File: src/rtl/zoom_command_dispatcher_if.sv
`default_nettype none
// ============================================================================
// Module   : zoom_command_dispatcher_if
// Purpose  : Instruction push handshake and memory-controller command bus.
// Revision : 1.0
// ============================================================================

interface zoom_command_dispatcher_if;
    logic [31:0] instr_in;
    logic        instr_valid;
    logic        instr_ready;
    logic        mc_enable;
    logic [2:0]  mc_operation;
    logic [16:0] mc_addr_base;
    logic [7:0]  mc_color;
    logic [2:0]  current_zoom;
    logic        mc_done;
    logic [7:0]  mem_rd_data;

    // master: the dispatcher; slave: PIO bridge plus memory controller
    modport master (
        input  instr_in, instr_valid, mc_done, mem_rd_data,
        output instr_ready, mc_enable, mc_operation, mc_addr_base, mc_color, current_zoom
    );
    modport slave (
        output instr_in, instr_valid, mc_done, mem_rd_data,
        input  instr_ready, mc_enable, mc_operation, mc_addr_base, mc_color, current_zoom
    );
endinterface

`default_nettype wire

File: src/rtl/zoom_command_dispatcher.sv
`default_nettype none
// ============================================================================
// Module   : zoom_command_dispatcher
// Purpose  : Instruction FIFO, decode/validate, zoom tracking and MC handshake.
// Revision : 1.0
// ============================================================================

module zoom_command_dispatcher #(
    parameter int         FIFO_DEPTH  = 4,
    parameter int         ACK_TIMEOUT = 4,
    parameter logic [2:0] ZOOM_RESET  = 3'b010
) (
    input  wire logic                 clock,
    input  wire logic                 reset_n,
    zoom_command_dispatcher_if.master bus,
    input  wire logic                 clear_flags,
    output logic [7:0]                rd_data,
    output logic                      busy,
    output logic                      cmd_done,
    output logic                      err_invalid,
    output logic                      err_zoom,
    output logic                      err_timeout
);
    localparam int                 c_PTR_W     = $clog2(FIFO_DEPTH);
    localparam int                 c_CNT_W     = $clog2(ACK_TIMEOUT + 1);
    localparam logic [c_PTR_W:0]   c_FULL      = FIFO_DEPTH[c_PTR_W:0];
    localparam logic [c_PTR_W:0]   c_COUNT_ONE = 1;
    localparam logic [c_PTR_W-1:0] c_PTR_ONE   = 1;
    localparam logic [c_CNT_W-1:0] c_ACK_ONE   = 1;
    localparam logic [c_CNT_W-1:0] c_ACK_LAST  = c_CNT_W'(ACK_TIMEOUT - 1);

    localparam logic [2:0] c_OP_ZOOM_RST = 3'b000;
    localparam logic [2:0] c_OP_RD_DATA  = 3'b001;
    localparam logic [2:0] c_OP_NHI      = 3'b011;
    localparam logic [2:0] c_OP_PR       = 3'b100;
    localparam logic [2:0] c_OP_NH       = 3'b101;
    localparam logic [2:0] c_OP_BA       = 3'b110;
    localparam logic [2:0] c_OP_INVALID  = 3'b111;
    localparam logic [2:0] c_ZOOM_MAX    = 3'b100;
    localparam logic [2:0] c_ZOOM_MIN    = 3'b000;
    localparam logic [2:0] c_ZOOM_STEP   = 3'b001;

    typedef enum logic [2:0] {
        S_IDLE      = 3'd0,
        S_DECODE    = 3'd1,
        S_ISSUE     = 3'd2,
        S_WAIT_ACK  = 3'd3,
        S_WAIT_DONE = 3'd4,
        S_FINISH    = 3'd5
    } state_t;

    logic [27:0]        r_mem [FIFO_DEPTH];
    logic [c_PTR_W-1:0] r_wr_ptr;
    logic [c_PTR_W-1:0] r_rd_ptr;
    logic [c_PTR_W:0]   r_count;

    state_t             r_state;
    logic [27:0]        r_cmd;
    logic [c_CNT_W-1:0] r_ack_cnt;
    logic [2:0]         r_zoom;
    logic               r_mc_enable;
    logic [2:0]         r_mc_op;
    logic [16:0]        r_mc_addr;
    logic [7:0]         r_mc_color;
    logic [7:0]         r_rd_data;
    logic               r_cmd_done;
    logic               r_err_invalid;
    logic               r_err_zoom;
    logic               r_err_timeout;

    logic               w_push;
    logic               w_pop;
    logic [2:0]         w_op;
    logic               w_zoom_in;
    logic               w_zoom_out;
    logic               w_unused;

    // Ready looks only at the registered count: a same-edge pop never frees a full slot.
    assign bus.instr_ready = (r_count != c_FULL);
    assign w_push          = bus.instr_valid && bus.instr_ready;
    assign w_pop           = (r_state == S_IDLE) && (r_count != '0);
    assign w_op            = r_cmd[2:0];
    assign w_zoom_in       = (w_op == c_OP_NHI) || (w_op == c_OP_PR);
    assign w_zoom_out      = (w_op == c_OP_NH)  || (w_op == c_OP_BA);
    assign w_unused        = &{1'b0, bus.instr_in[31:28]};

    always_ff @(posedge clock or negedge reset_n) begin
        if (!reset_n) begin
            r_wr_ptr <= '0;
            r_rd_ptr <= '0;
            r_count  <= '0;
        end else begin
            if (w_push) r_wr_ptr <= r_wr_ptr + c_PTR_ONE;
            if (w_pop)  r_rd_ptr <= r_rd_ptr + c_PTR_ONE;
            case ({w_push, w_pop})
                2'b10:   r_count <= r_count + c_COUNT_ONE;
                2'b01:   r_count <= r_count - c_COUNT_ONE;
                default: r_count <= r_count;
            endcase
        end
    end

    always_ff @(posedge clock) begin
        if (w_push) r_mem[r_wr_ptr] <= bus.instr_in[27:0];
    end

    always_ff @(posedge clock or negedge reset_n) begin
        if (!reset_n) begin
            r_state       <= S_IDLE;
            r_cmd         <= '0;
            r_ack_cnt     <= '0;
            r_zoom        <= ZOOM_RESET;
            r_mc_enable   <= 1'b0;
            r_mc_op       <= '0;
            r_mc_addr     <= '0;
            r_mc_color    <= '0;
            r_rd_data     <= '0;
            r_cmd_done    <= 1'b0;
            r_err_invalid <= 1'b0;
            r_err_zoom    <= 1'b0;
            r_err_timeout <= 1'b0;
        end else begin
            r_mc_enable <= 1'b0;
            r_cmd_done  <= 1'b0;
            // Clearing comes first so a set on the same edge wins.
            if (clear_flags) begin
                r_err_invalid <= 1'b0;
                r_err_zoom    <= 1'b0;
                r_err_timeout <= 1'b0;
            end
            case (r_state)
                S_IDLE: begin
                    if (w_pop) begin
                        r_cmd   <= r_mem[r_rd_ptr];
                        r_state <= S_DECODE;
                    end
                end
                S_DECODE: begin
                    if (w_op == c_OP_INVALID) begin
                        r_err_invalid <= 1'b1;
                        r_cmd_done    <= 1'b1;
                        r_state       <= S_FINISH;
                    end else if (w_op == c_OP_ZOOM_RST) begin
                        r_zoom     <= ZOOM_RESET;
                        r_cmd_done <= 1'b1;
                        r_state    <= S_FINISH;
                    end else if ((w_zoom_in && r_zoom == c_ZOOM_MAX) ||
                                 (w_zoom_out && r_zoom == c_ZOOM_MIN)) begin
                        r_err_zoom <= 1'b1;
                        r_cmd_done <= 1'b1;
                        r_state    <= S_FINISH;
                    end else begin
                        r_mc_op     <= w_op;
                        r_mc_addr   <= r_cmd[19:3];
                        r_mc_color  <= r_cmd[27:20];
                        r_mc_enable <= 1'b1;
                        r_state     <= S_ISSUE;
                    end
                end
                S_ISSUE: begin
                    r_ack_cnt <= '0;
                    r_state   <= S_WAIT_ACK;
                end
                S_WAIT_ACK: begin
                    if (!bus.mc_done) begin
                        r_state <= S_WAIT_DONE;
                    end else if (r_ack_cnt == c_ACK_LAST) begin
                        r_err_timeout <= 1'b1;
                        r_cmd_done    <= 1'b1;
                        r_state       <= S_FINISH;
                    end else begin
                        r_ack_cnt <= r_ack_cnt + c_ACK_ONE;
                    end
                end
                S_WAIT_DONE: begin
                    // Long algorithm runs live here, so there is deliberately no timeout.
                    if (bus.mc_done) begin
                        if (w_op == c_OP_RD_DATA) r_rd_data <= bus.mem_rd_data;
                        if (w_zoom_in)  r_zoom <= r_zoom + c_ZOOM_STEP;
                        if (w_zoom_out) r_zoom <= r_zoom - c_ZOOM_STEP;
                        r_cmd_done <= 1'b1;
                        r_state    <= S_FINISH;
                    end
                end
                S_FINISH: r_state <= S_IDLE;
                default:  r_state <= S_IDLE;
            endcase
        end
    end

    assign bus.mc_enable    = r_mc_enable;
    assign bus.mc_operation = r_mc_op;
    assign bus.mc_addr_base = r_mc_addr;
    assign bus.mc_color     = r_mc_color;
    assign bus.current_zoom = r_zoom;
    assign rd_data          = r_rd_data;
    assign busy             = (r_count != '0) || (r_state != S_IDLE);
    assign cmd_done         = r_cmd_done;
    assign err_invalid      = r_err_invalid;
    assign err_zoom         = r_err_zoom;
    assign err_timeout      = r_err_timeout;

endmodule

`default_nettype wire

File: src/flat_wrapper.sv
// flat-port wrapper written by rule: the top's interface ports become plain ports
module zoom_command_dispatcher_flat 
#(
    parameter int         FIFO_DEPTH  = 4,
    parameter int         ACK_TIMEOUT = 4,
    parameter logic [2:0] ZOOM_RESET  = 3'b010
)
  (clock, reset_n, clear_flags, rd_data, busy, cmd_done, err_invalid, err_zoom, err_timeout, bus_instr_in, bus_instr_valid, bus_mc_done, bus_mem_rd_data, bus_instr_ready, bus_mc_enable, bus_mc_operation, bus_mc_addr_base, bus_mc_color, bus_current_zoom);
  zoom_command_dispatcher_if bus_i ();
  input  wire logic clock;
  input  wire logic reset_n;
  input  wire logic clear_flags;
  output logic [7:0] rd_data;
  output logic busy;
  output logic cmd_done;
  output logic err_invalid;
  output logic err_zoom;
  output logic err_timeout;
  input wire logic [$bits(bus_i.instr_in)-1:0] bus_instr_in;
  input wire logic [$bits(bus_i.instr_valid)-1:0] bus_instr_valid;
  input wire logic [$bits(bus_i.mc_done)-1:0] bus_mc_done;
  input wire logic [$bits(bus_i.mem_rd_data)-1:0] bus_mem_rd_data;
  output wire logic [$bits(bus_i.instr_ready)-1:0] bus_instr_ready;
  output wire logic [$bits(bus_i.mc_enable)-1:0] bus_mc_enable;
  output wire logic [$bits(bus_i.mc_operation)-1:0] bus_mc_operation;
  output wire logic [$bits(bus_i.mc_addr_base)-1:0] bus_mc_addr_base;
  output wire logic [$bits(bus_i.mc_color)-1:0] bus_mc_color;
  output wire logic [$bits(bus_i.current_zoom)-1:0] bus_current_zoom;
  assign bus_i.instr_in = bus_instr_in;
  assign bus_i.instr_valid = bus_instr_valid;
  assign bus_i.mc_done = bus_mc_done;
  assign bus_i.mem_rd_data = bus_mem_rd_data;
  assign bus_instr_ready = bus_i.instr_ready;
  assign bus_mc_enable = bus_i.mc_enable;
  assign bus_mc_operation = bus_i.mc_operation;
  assign bus_mc_addr_base = bus_i.mc_addr_base;
  assign bus_mc_color = bus_i.mc_color;
  assign bus_current_zoom = bus_i.current_zoom;
  zoom_command_dispatcher #(.FIFO_DEPTH(FIFO_DEPTH), .ACK_TIMEOUT(ACK_TIMEOUT), .ZOOM_RESET(ZOOM_RESET)) u_core (.clock(clock), .reset_n(reset_n), .bus(bus_i), .clear_flags(clear_flags), .rd_data(rd_data), .busy(busy), .cmd_done(cmd_done), .err_invalid(err_invalid), .err_zoom(err_zoom), .err_timeout(err_timeout));
endmodule
File: config.mk
export PLATFORM = sky130hd
export DESIGN_NAME = zoom_command_dispatcher_flat
export DESIGN_NICKNAME = d
export VERILOG_FILES = /design/src/rtl/zoom_command_dispatcher_if.sv /design/src/rtl/zoom_command_dispatcher.sv /design/src/flat_wrapper.sv
export SDC_FILE = /design/constraint.sdc
export NUM_CORES = 1
export LEC_CHECK = 0
export CELL_PAD_IN_SITES_DETAIL_PLACEMENT = 1
export CELL_PAD_IN_SITES_GLOBAL_PLACEMENT = 2
export CORE_MARGIN = 5
export CORE_UTILIZATION = 42
export CTS_CLUSTER_DIAMETER = 150
export DETAILED_ROUTE_END_ITERATION = 16
export PLACE_DENSITY_LB_ADDON = 0.1
export SYNTH_ARGS = -nofsm -noshare
export SYNTH_HDL_FRONTEND = slang
export SYNTH_SLANG_ARGS = --single-unit
File: constraint.sdc
create_clock -name clock -period 2.63 [get_ports clock]
set_input_delay 0.6575 -clock clock [delete_from_list [all_inputs] [get_ports clock]]
set_output_delay 0.6575 -clock clock [all_outputs]
set_load 0.02 [all_outputs]
==> results.tsv, run 1 <==
stage	metric	value	unit
synthesis	Synth Net Count	470	
synthesis	Mapped Avg Cell Area	18.6	µm²
layout	most frequent cells in the layout	edfxtp_1 (112), clkdlybuf4s50_1 (85), dfrtp_1 (82)	
detailed_routing	ANT nets after route	0	
grt	met3 GRT Util	3.86	%
floorplan	IO Pins	91	
clocking	CTS tree	done	
layout	Area growth, synth to finish	23.7	%
sta	post-route setup slack	0.170	ns
synthesis	Synth Register Bits	197	
layout	Fillers	1651	
setup_path	WP data arrival	1.80	ns
setup_path	Critical Path RT	1.97	ns
clocking	H-tree levels	4	
synthesis	Post-synth ARST share	43.1	%
clocking	number of buffers on the longest clock path	2	
min_path	HP Class	in -> async	
detailed_routing	DRT iter0 DRCs	168	
setup_path	max incr delay on CP	0.54	ns
placed_design	IO buf count	86	
power	PD cells	1200	nW/µm²
sta	Final Hold Viols	0	
power	switching share of power	32.2	%
power	clock power share	22.2	%
sta	f_max	0.407	GHz
layout	Final nets	572	
setup_path	Crit path max-delay family	buffers and inverters	
layout	finished layout cell area	9580	µm²
sta	RSZ-0062 raised after global routing	false	
outcome	status	finished, final reports clean	
layout	Util after Layout	53.0	%
placed_design	Inst Count DP	728	
grt	GRT overflow	0	
synthesis	Post-synth EDFFs	112	
placed_design	Final GP Congestion	0.734	
sta	Setup Viol. Count Final	0	
floorplan	die area	21300	µm²
sta	min Tclk post-route	2.46	ns
grt	initial antenna violation count	0	
floorplan	Initial Util	42.8	%
layout	area of the multi-input gates	2130	µm²
detailed_routing	DRT Wirelength	14800	µm
layout	most common cell after layout, fill and taps aside	edfxtp_1	
grt	vias in the first global route	4369	
detailed_routing	Avg WL per Cell	19.5	µm
synthesis	ys flop type	edfxtp_1	
sta	Layout Skew	0.0119	ns
detailed_routing	DR pass1 iterations	4	
power	switching power	3.71	mW
layout	layout cells sized above 1	20.3	%
setup_path	Worst Setup Start Kind	flop	
setup_path	CP Buf/Inv Count	2	
detailed_routing	drt drc	0	
power	P_int	7.83	mW
grt	M1 GR Usage	19.1	%
grt	first-pass GRT wire length	24600	µm
sta	Worst Tran Pin Value	0.549	ns
sta	fin crit share	93.5	%
placed_design	dpl cell area	9000	µm²
detailed_routing	Vias per Instance	5.15	
placed_design	dpl hpwl	9500	µm
sta	Setup TNS	0	ns
clocking	postcts setup bufs	0	
setup_path	critical path, cell by cell	nor3_1, buf_4, nand2_1, clkdlybuf4s50_1	
setup_path	crit-path max FO	3	
floorplan	Core ar.	18100	µm²
setup_path	Critical-path top delay cell	clkdlybuf4s50_1	
floorplan	width of the die	146	µm
grt	gr busiest metal	met2	
placed_design	dpl ws	0.119	ns
power	Seq pwr share	42.8	%
synthesis	synthesized area	7740	µm²
sta	Hold WS	0.203	ns
power	Total Power	11.5	mW
power	logic gate share of total power	35.1	%
synthesis	synth unique cells	48	
clocking	Clk Latency, worst-skew pair	0.43	ns
clocking	Root Driver	clkbuf_16	
layout	n_diodes	0	
sta	Pins Over Slew Limit	0	
power	VDD IR max	0.502	mV
grt	GRT met2 Usage	24.6	%
floorplan	Die Y	146	µm
detailed_routing	vias	3914	
synthesis	Ys Warns	0	
setup_path	critical path class	reg -> out	
synthesis	sequential-to-total area share from yosys stat	70.9	%
power	Static Leak	3.67	nW
clocking	Sink Count	197	
clocking	CTS buffer count	17	
sta	Slew headroom	63.4	%
flow_run	Max Cap Violations	0	
setup_path	r2r setup slk	0.45	ns
grt	Tot GR Track Use	14.9	%
layout	post-route insts no fill	760	
layout	Sequential Area	5490	µm²
floorplan	Rows	49	
clocking	Reg clk slew, reported paths	0.07	ns
setup_path	endpoint type of the worst setup path	primary output	
synthesis	Gate Count Post-Synth	416	
grt	pin count of the biggest net entering global routing	36	
-- cell families after synthesis --
logic type / Yosys count / share of synthesized area (%)
mux: 96 / 18.5
simple gates: 51 / 3.68
flops: 197 / 70.9
xor+xnor: 8 / 0.905
compound gates: 24 / 2.46
buf+inv: 31 / 1.91
fa+ha+maj: 9 / 1.65
-- final cells by class --
cell class | count | share of cell area, %
clock buffers | 17 | 4.44
clock inverters | 15 | 1.62
inverters | 13 | 0.509
multi-input cells | 188 | 22.2
flip-flops and latches | 197 | 57.3
well taps | 229 | 2.99
repair buffers | 101 | 10.9
-- worst paths after layout --
check / start / endpoint / cells past startpoint
max: u_core.r_count[0] / busy / 4
min: reset_n / u_core.rd_data[1] / 1
max reg2reg: u_core.r_cmd[0] / u_core.bus.mc_color[0] / 5
min reg2reg: u_core.r_cmd[6] / u_core.r_cmd[6] / 1
max in group asynchronous: reset_n / u_core.bus.current_zoom[1] / 2
min in group clock: u_core.r_cmd[6] / u_core.r_cmd[6] / 1
-- synth_stat cells, types with 2 or more instances --
cell type,n,area [µm²]
clkbuf_1,6,22.5
nand3_1,5,25.0
o21ai_1,5,25.0
mux4_2,28,631
xor2_1,5,43.8
and3b_1,2,17.5
nand2b_1,4,25.0
mux2_4,10,150
a21o_1,2,15.0
nor3_1,4,20.0
buf_6,3,33.8
a211o_1,3,26.3
buf_1,2,7.51
buf_2,7,35.0
nand2_1,13,48.8
a22o_1,5,43.8
ha_1,7,87.6
xnor2_1,3,26.3
inv_1,12,45.0
nor2_1,6,22.5
dfrtp_1,84,2100
fa_1,2,40.0
and3_1,5,31.3
mux2_1,49,552
nor2b_1,3,18.8
mux2_2,8,90.1
edfxtp_1,112,3360
-- per-layer routing --
layer / vias up / share of wire, %
met3: 13 / 4.5
met1: 2031 / 44
met2: 76 / 50
met5: - / 0
met4: 0 / 1.4
li1: 1794 / -
-- flip-flops by register name, indices dropped and copies added (netlist names) --
| register | flops |
|---|---|
| u_core.bus.mc_addr_base | 17 |
| u_core.err_timeout | 1 |
| u_core.r_wr_ptr | 2 |
| u_core.bus.mc_operation | 3 |
| u_core.r_rd_ptr | 2 |
| u_core.bus.current_zoom | 3 |
| u_core.bus.mc_color | 8 |
| u_core.cmd_done | 1 |
| u_core.err_invalid | 1 |
| u_core.err_zoom | 1 |
| u_core.r_count | 3 |
| u_core.r_state | 3 |
| u_core.r_ack_cnt | 3 |
| u_core.bus.mc_enable | 1 |
| u_core.r_cmd | 28 |
| u_core.r_mem | 112 |
| u_core.rd_data | 8 |
-- power by group through the flow --
stage | Combinational (mW) | Clock [mW] | Sequential (mW)
6_report | 4.05 | 2.56 | 4.94
3_5_place_dp | 4.16 | 0 | 5.03
2_1_floorplan | 2.51 | 0 | 5.05
3_3_place_gp | 4.06 | 0 | 4.97
4_1_cts | 4.18 | 2.63 | 4.96
5_1_grt | 4.43 | 2.78 | 5.08
-- worst reg2reg max path: cells and delay by family, from the launching register on --
family	cells	cell delay, ns
buffers and inverters	1	0.28
AOI/OAI and AO/OA	1	0.44
DFF	1	0.56
and+or+nand+nor	2	0.41
muxes	1	0.37
-- timing repair --
item                                    CTS  global route
hold buffers                              0             0
gates resized for setup                   0             1
endpoints found under the setup margin    0             1
(Power assumes the default switching activity.)
==> run 2, diff against run 1 <==
Settings changed: PLACE_DENSITY_LB_ADDON 0.1 to 0.3, SETUP_SLACK_MARGIN set to 0.5.
==> results.tsv, run 2 (synthesis results as in run 1) <==
stage	metric	value	unit	change
setup_path	Critical Path RT	1.97	ns	about the same
grt	pin count of the biggest net entering global routing	31		-14%
sta	Layout Skew	0.00764	ns	-0.00430 ns
sta	post-route setup slack	0.553	ns	+0.382 ns
setup_path	Crit path max-delay family	buffers and inverters		
setup_path	Worst Setup Start Kind	flop		
floorplan	Die Y	146	µm	unchanged
clocking	Clk Latency, worst-skew pair	0.43	ns	about the same
layout	area of the multi-input gates	2150	µm²	+1.0%
setup_path	reg2reg end	u_core.bus.current_zoom[2]		
sta	RSZ-0062 raised after global routing	true		
setup_path	CP Buf/Inv Count	1		-1
power	VDD IR max	0.525	mV	+4.6%
placed_design	IO buf count	86		unchanged
layout	Final nets	573		+0.17%
setup_path	WP data arrival	1.42	ns	-0.38 ns
detailed_routing	Vias per Instance	5.30		+2.8%
detailed_routing	DRT Wirelength	15700	µm	+6.0%
detailed_routing	DRT iter0 DRCs	207		+23%
layout	Area growth, synth to finish	23.8	%	about the same
grt	Tot GR Track Use	15.8	%	+0.90 points
detailed_routing	drt drc	0		unchanged
grt	vias in the first global route	4610		+5.5%
setup_path	crit-path max FO	2		-1
detailed_routing	Avg WL per Cell	20.6	µm	+5.9%
setup_path	endpoint type of the worst setup path	primary output		
clocking	CTS tree	done		
clocking	H-tree levels	4		unchanged
sta	min Tclk post-route	2.08	ns	-0.382 ns
placed_design	dpl hpwl	9630	µm	+1.4%
sta	Setup Viol. Count Final	0		unchanged
grt	first-pass GRT wire length	25900	µm	+5.6%
sta	Final Hold Viols	0		unchanged
setup_path	R2R depth	6		+1
sta	fin crit share	79.0	%	-15 points
sta	Pins Over Slew Limit	0		unchanged
floorplan	die area	21300	µm²	unchanged
sta	Worst Tran Pin Value	0.499	ns	-0.0501 ns
sta	f_max	0.481	GHz	+18%
floorplan	Initial Util	42.8	%	unchanged
placed_design	Final GP Congestion	0.797		+8.6%
setup_path	max incr delay on CP	0.62	ns	+0.08 ns
layout	most common cell after layout, fill and taps aside	edfxtp_1		
power	Static Leak	3.71	nW	+1.1%
sta	Setup TNS	0	ns	unchanged
layout	Sequential Area	5500	µm²	about the same
clocking	Sink Count	197		unchanged
outcome	status	finished, final reports clean		
detailed_routing	DR pass1 iterations	4		unchanged
placed_design	dpl ws	0.104	ns	-0.0145 ns
setup_path	Critical-path top delay cell	clkdlybuf4s50_1		
grt	GRT overflow	0		unchanged
layout	max reg flops	112		unchanged
clocking	CTS buffer count	17		unchanged
layout	n_diodes	0		unchanged
sta	Slew headroom	66.7	%	+3.3 points
layout	Largest Register	u_core.r_mem		
sta	Hold WS	0.133	ns	-0.0701 ns
layout	most frequent cells in the layout	edfxtp_1 (112), dfrtp_1 (78), clkdlybuf4s50_1 (73)		
setup_path	reg2reg start	u_core.r_cmd[1]		
detailed_routing	ANT nets after route	0		unchanged
grt	initial antenna violation count	0		unchanged
setup_path	critical path class	reg -> out		
setup_path	critical path, cell by cell	clkdlybuf4s50_1		
clocking	# hold bufs at CTS	0		unchanged
power	Total Power	11.5	mW	-0.16%
floorplan	width of the die	146	µm	unchanged
flow_run	Max Cap Violations	0		unchanged
clocking	number of buffers on the longest clock path	2		unchanged
clocking	Reg clk slew, reported paths	0.07	ns	about the same
clocking	Root Driver	clkbuf_16		
layout	layout cells sized above 1	20.9	%	+0.53 points
detailed_routing	vias	4030		+3.0%
setup_path	r2r setup slk	0.60	ns	+0.15 ns
layout	Fillers	1674		+1.4%
min_path	HP Class	in -> async		
floorplan	IO Pins	91		unchanged
power	PD cells	1200	nW/µm²	-0.22%
floorplan	Rows	49		unchanged
floorplan	Core ar.	18100	µm²	unchanged
[run 2: cell count changes in the layout (fill, tap and decap cells not counted), moves of 3 or more]
| cell | change |
|---|---|
| clkdlybuf4s50_1 | -12 |
| inv_6 | -8 |
| dlymetal6s2s_1 | +7 |
| clkbuf_1 | +6 |
| dfrtp_1 | -4 |
| dfrtp_2 | +4 |
| dlygate4sd2_1 | +3 |
| inv_8 | -3 |
[run 2: per-layer routing]
metal	GRT usage, %	vias up	wire length, µm
li1	-	1793	-
met1	19.7	2142	6730
met2	26.9	87	8170
met3	4.70	8	722
met4	4.27	0	90
met5	0	-	0
[run 2: area by class of cell]
type / instances / share of cell area, %
tap: 229 / 2.99
sequential: 197 / 57.3
clock buffer: 24 / 4.81
clock inverter: 8 / 0.809
inverter: 13 / 0.509
multi-input combinational: 188 / 22.4
timing repair buffer: 102 / 11.1
[run 2: worst max path at each step]
| stage | startpoint | to | slack, ns | cells after the start |
|---|---|---|---|---|
| global placement | bus_instr_valid | u_core.r_count[2] | 0.18 | 9 |
| floorplan | u_core.r_state[1] | u_core.r_count[2] | 0.51 | 10 |
| detailed placement | bus_instr_valid | u_core.r_count[2] | 0.10 | 9 |
| CTS | u_core.r_count[0] | busy | 0.40 | 4 |
| finish | u_core.bus.mc_addr_base[9] | bus_mc_addr_base[9] | 0.55 | 1 |
| global route | u_core.r_count[0] | busy | 0.47 | 4 |
[run 2: stage by stage]
| stage | instances | cell area [µm²] | util, % |
|---|---|---|---|
| floorplan | 416 | 7760 | - |
| global placement | 726 | 8990 | 49.7 |
| detailed placement | 726 | 8990 | 49.7 |
| CTS | 758 | 9540 | 52.7 |
| global route | 761 | 9590 | 53.0 |
| finish | 761 | 9590 | 53.0 |
[run 2: what timing repair did]
item | 4_1_cts | 5_1_grt
setup buffers | 0 | 3
setup endpoints to repair | 34 | 38
gates resized for setup | 11 | 16
[run 2: power by group]
group	switching [mW]	total, mW	internal (mW)
sequential	0.641	4.96	4.32
clock	1.08	2.41	1.33
combinational	1.97	4.15	2.19
==> run 3, diff against run 2 <==
Clock period 2.63 ns to 2.15 ns, I/O delays scaled along.
==> results.tsv, run 3 (synthesis results as in run 1) <==
stage	metric	value	unit	change
outcome	status	finished, final reports clean		
clocking	Root Driver	clkbuf_16		
grt	initial antenna violation count	0		unchanged
sta	RSZ-0062 raised after global routing	true		
grt	M1 GR Usage	21.8	%	+2.1 points
sta	f_max	0.530	GHz	
sta	Setup Viol. Count Final	0		unchanged
placed_design	Final GP Congestion	0.743		-6.7%
sta	Final Hold Viols	0		unchanged
placed_design	IO buf count	86		unchanged
detailed_routing	Avg WL per Cell	22.0	µm	+6.7%
layout	most frequent cells in the layout	edfxtp_1 (112), dfrtp_1 (76), mux2_4 (53)		
clocking	CTS tree	done		
sta	Hold WS	0.0164	ns	-0.117 ns
clocking	# hold bufs at CTS	0		unchanged
sta	Slew headroom	70.5	%	+3.8 points
grt	Tot GR Track Use	16.7	%	+0.93 points
placed_design	Inst Count DP	740		+1.9%
power	Total Power	16.5	mW	+43%
layout	Final nets	629		+9.8%
setup_path	crit-path max FO	8		+6
clocking	CTS buffer count	17		unchanged
detailed_routing	ANT nets after route	0		unchanged
setup_path	reg2reg end	u_core.bus.mc_addr_base[11]		
placed_design	dpl cell area	9260	µm²	+3.1%
layout	finished layout cell area	10500	µm²	+9.0%
setup_path	Worst Setup Start Kind	flop		
setup_path	Critical Path RT	2.47	ns	+0.50 ns
sta	Worst Tran Pin Value	0.441	ns	-0.0585 ns
floorplan	Die Y	146	µm	unchanged
detailed_routing	drt drc	0		unchanged
min_path	HP Class	in -> async		
layout	Util after Layout	57.8	%	+4.8 points
sta	Layout Skew	0.00843	ns	+0.000795 ns
layout	layout cells sized above 1	48.1	%	+27 points
layout	post-route insts no fill	817		+7.4%
clocking	number of buffers on the longest clock path	2		unchanged
detailed_routing	DR pass1 iterations	4		unchanged
layout	Area growth, synth to finish	34.9	%	
detailed_routing	DRT iter0 DRCs	223		+7.7%
setup_path	r2r setup slk	0.26	ns	-0.34 ns
layout	max reg flops	112		unchanged
floorplan	Core ar.	18100	µm²	unchanged
clocking	H-tree levels	4		unchanged
grt	met3 GRT Util	4.48	%	-0.22 points
power	VDD IR max	0.826	mV	+57%
clocking	Reg clk slew, reported paths	0.07	ns	about the same
floorplan	width of the die	146	µm	unchanged
floorplan	die area	21300	µm²	unchanged
grt	gr busiest metal	met2		
setup_path	critical path class	reg -> reg		
setup_path	R2R depth	6		unchanged
layout	n_diodes	0		unchanged
flow_run	Max Cap Violations	0		unchanged
clocking	Clk Latency, worst-skew pair	0.43	ns	about the same
floorplan	Initial Util	42.8	%	unchanged
grt	first-pass GRT wire length	27400	µm	+5.7%
detailed_routing	DRT Wirelength	18000	µm	+15%
floorplan	Rows	49		unchanged
sta	fin crit share	87.8	%	
layout	most common cell after layout, fill and taps aside	edfxtp_1		
detailed_routing	vias	4312		+7.0%
sta	min Tclk post-route	1.89	ns	
floorplan	IO Pins	91		unchanged
power	Static Leak	4.25	nW	+15%
grt	pin count of the biggest net entering global routing	34		+9.7%
clocking	Sink Count	197		unchanged
grt	vias in the first global route	4744		+2.9%
setup_path	reg2reg start	u_core.bus.current_zoom[1]		
detailed_routing	Vias per Instance	5.28		-0.34%
sta	Pins Over Slew Limit	0		unchanged
setup_path	WP data arrival	2.21	ns	+0.79 ns
grt	GRT met2 Usage	27.8	%	+0.91 points
grt	GRT overflow	0		unchanged
placed_design	dpl hpwl	10100	µm	+4.8%
layout	Largest Register	u_core.r_mem		
setup_path	endpoint type of the worst setup path	flop		
power	PD cells	1580	nW/µm²	+31%
run 3: cell count changes in the layout (fill, tap and decap cells not counted), moves of 3 or more:
cell             delta
buf_12              +5
dlygate4sd2_1       -3
clkdlybuf4s50_1    -34
buf_2              +29
clkbuf_1            -6
buf_4              +33
mux2_1             -43
buf_6              +15
clkbuf_16           +3
mux2_4             +43
clkdlybuf4s15_2    +10
dlymetal6s2s_1      -7
inv_6               +5
run 3: metal layers:
layer  part of all wire (%)  up-vias  wire (µm)
met3                    4.6       11        828
met5                      0        -          0
met1                     42     2286       7630
met4                   0.92        0        166
met2                     52      110       9380
li1                       -     1905          -
run 3: worst max-delay path, stage by stage, from the launching register on:
cell and delay [ns]:
dfstp_2 0.60, buf_6 0.13, nor4b_2 0.05, a32oi_4 0.24
nand3_4 0.21, clkbuf_16 0.25, mux2_4 0.30
run 3: power breakdown:
| part | leakage (nW) | switching [mW] | internal [mW] |
|---|---|---|---|
| clock | 0.304 | 1.44 | 1.90 |
| combinational | 1.90 | 3.16 | 3.99 |
| sequential | 2.05 | 0.712 | 5.28 |
run 3: final cells by class:
cell class                 instances  area, µm²
multi-input combinational        188       2440
sequential                       197       5500
tap                              229        287
timing repair buffer             158       1550
clock buffer                      18        439
clock inverter                    14        188
inverter                          13       48.8
fill                            1631       7630
run 3: per-stage QoR:
stage	TNS [ns]	setup slack [ns]
after floorplan	0	0.189
after global placement	-0.0298	-0.0298
after detailed placement	-0.0756	-0.0756
after CTS	0	0.278
after global routing	0	0.194
final	0	0.262
run 3: repair_timing:
item                       4_1_cts  5_1_grt
resized for setup              181       71
pin swaps                       10       10
gates cloned                     2        3
setup endpoints to repair      116      106
buffers inserted                23       17
run 3: how the worst max path moves through the flow:
stage	cells past startpoint	endpoint	startpoint	slack, ns
floorplan	10	u_core.r_count[2]	u_core.r_state[1]	0.19
global placement	9	u_core.r_count[2]	bus_instr_valid	-0.03
detailed placement	9	u_core.r_count[2]	bus_instr_valid	-0.08
CTS	3	busy	u_core.r_count[1]	0.28
global route	6	u_core.bus.mc_operation[0]	u_core.r_cmd[2]	0.19
finish	6	u_core.bus.mc_addr_base[11]	u_core.bus.current_zoom[1]	0.26
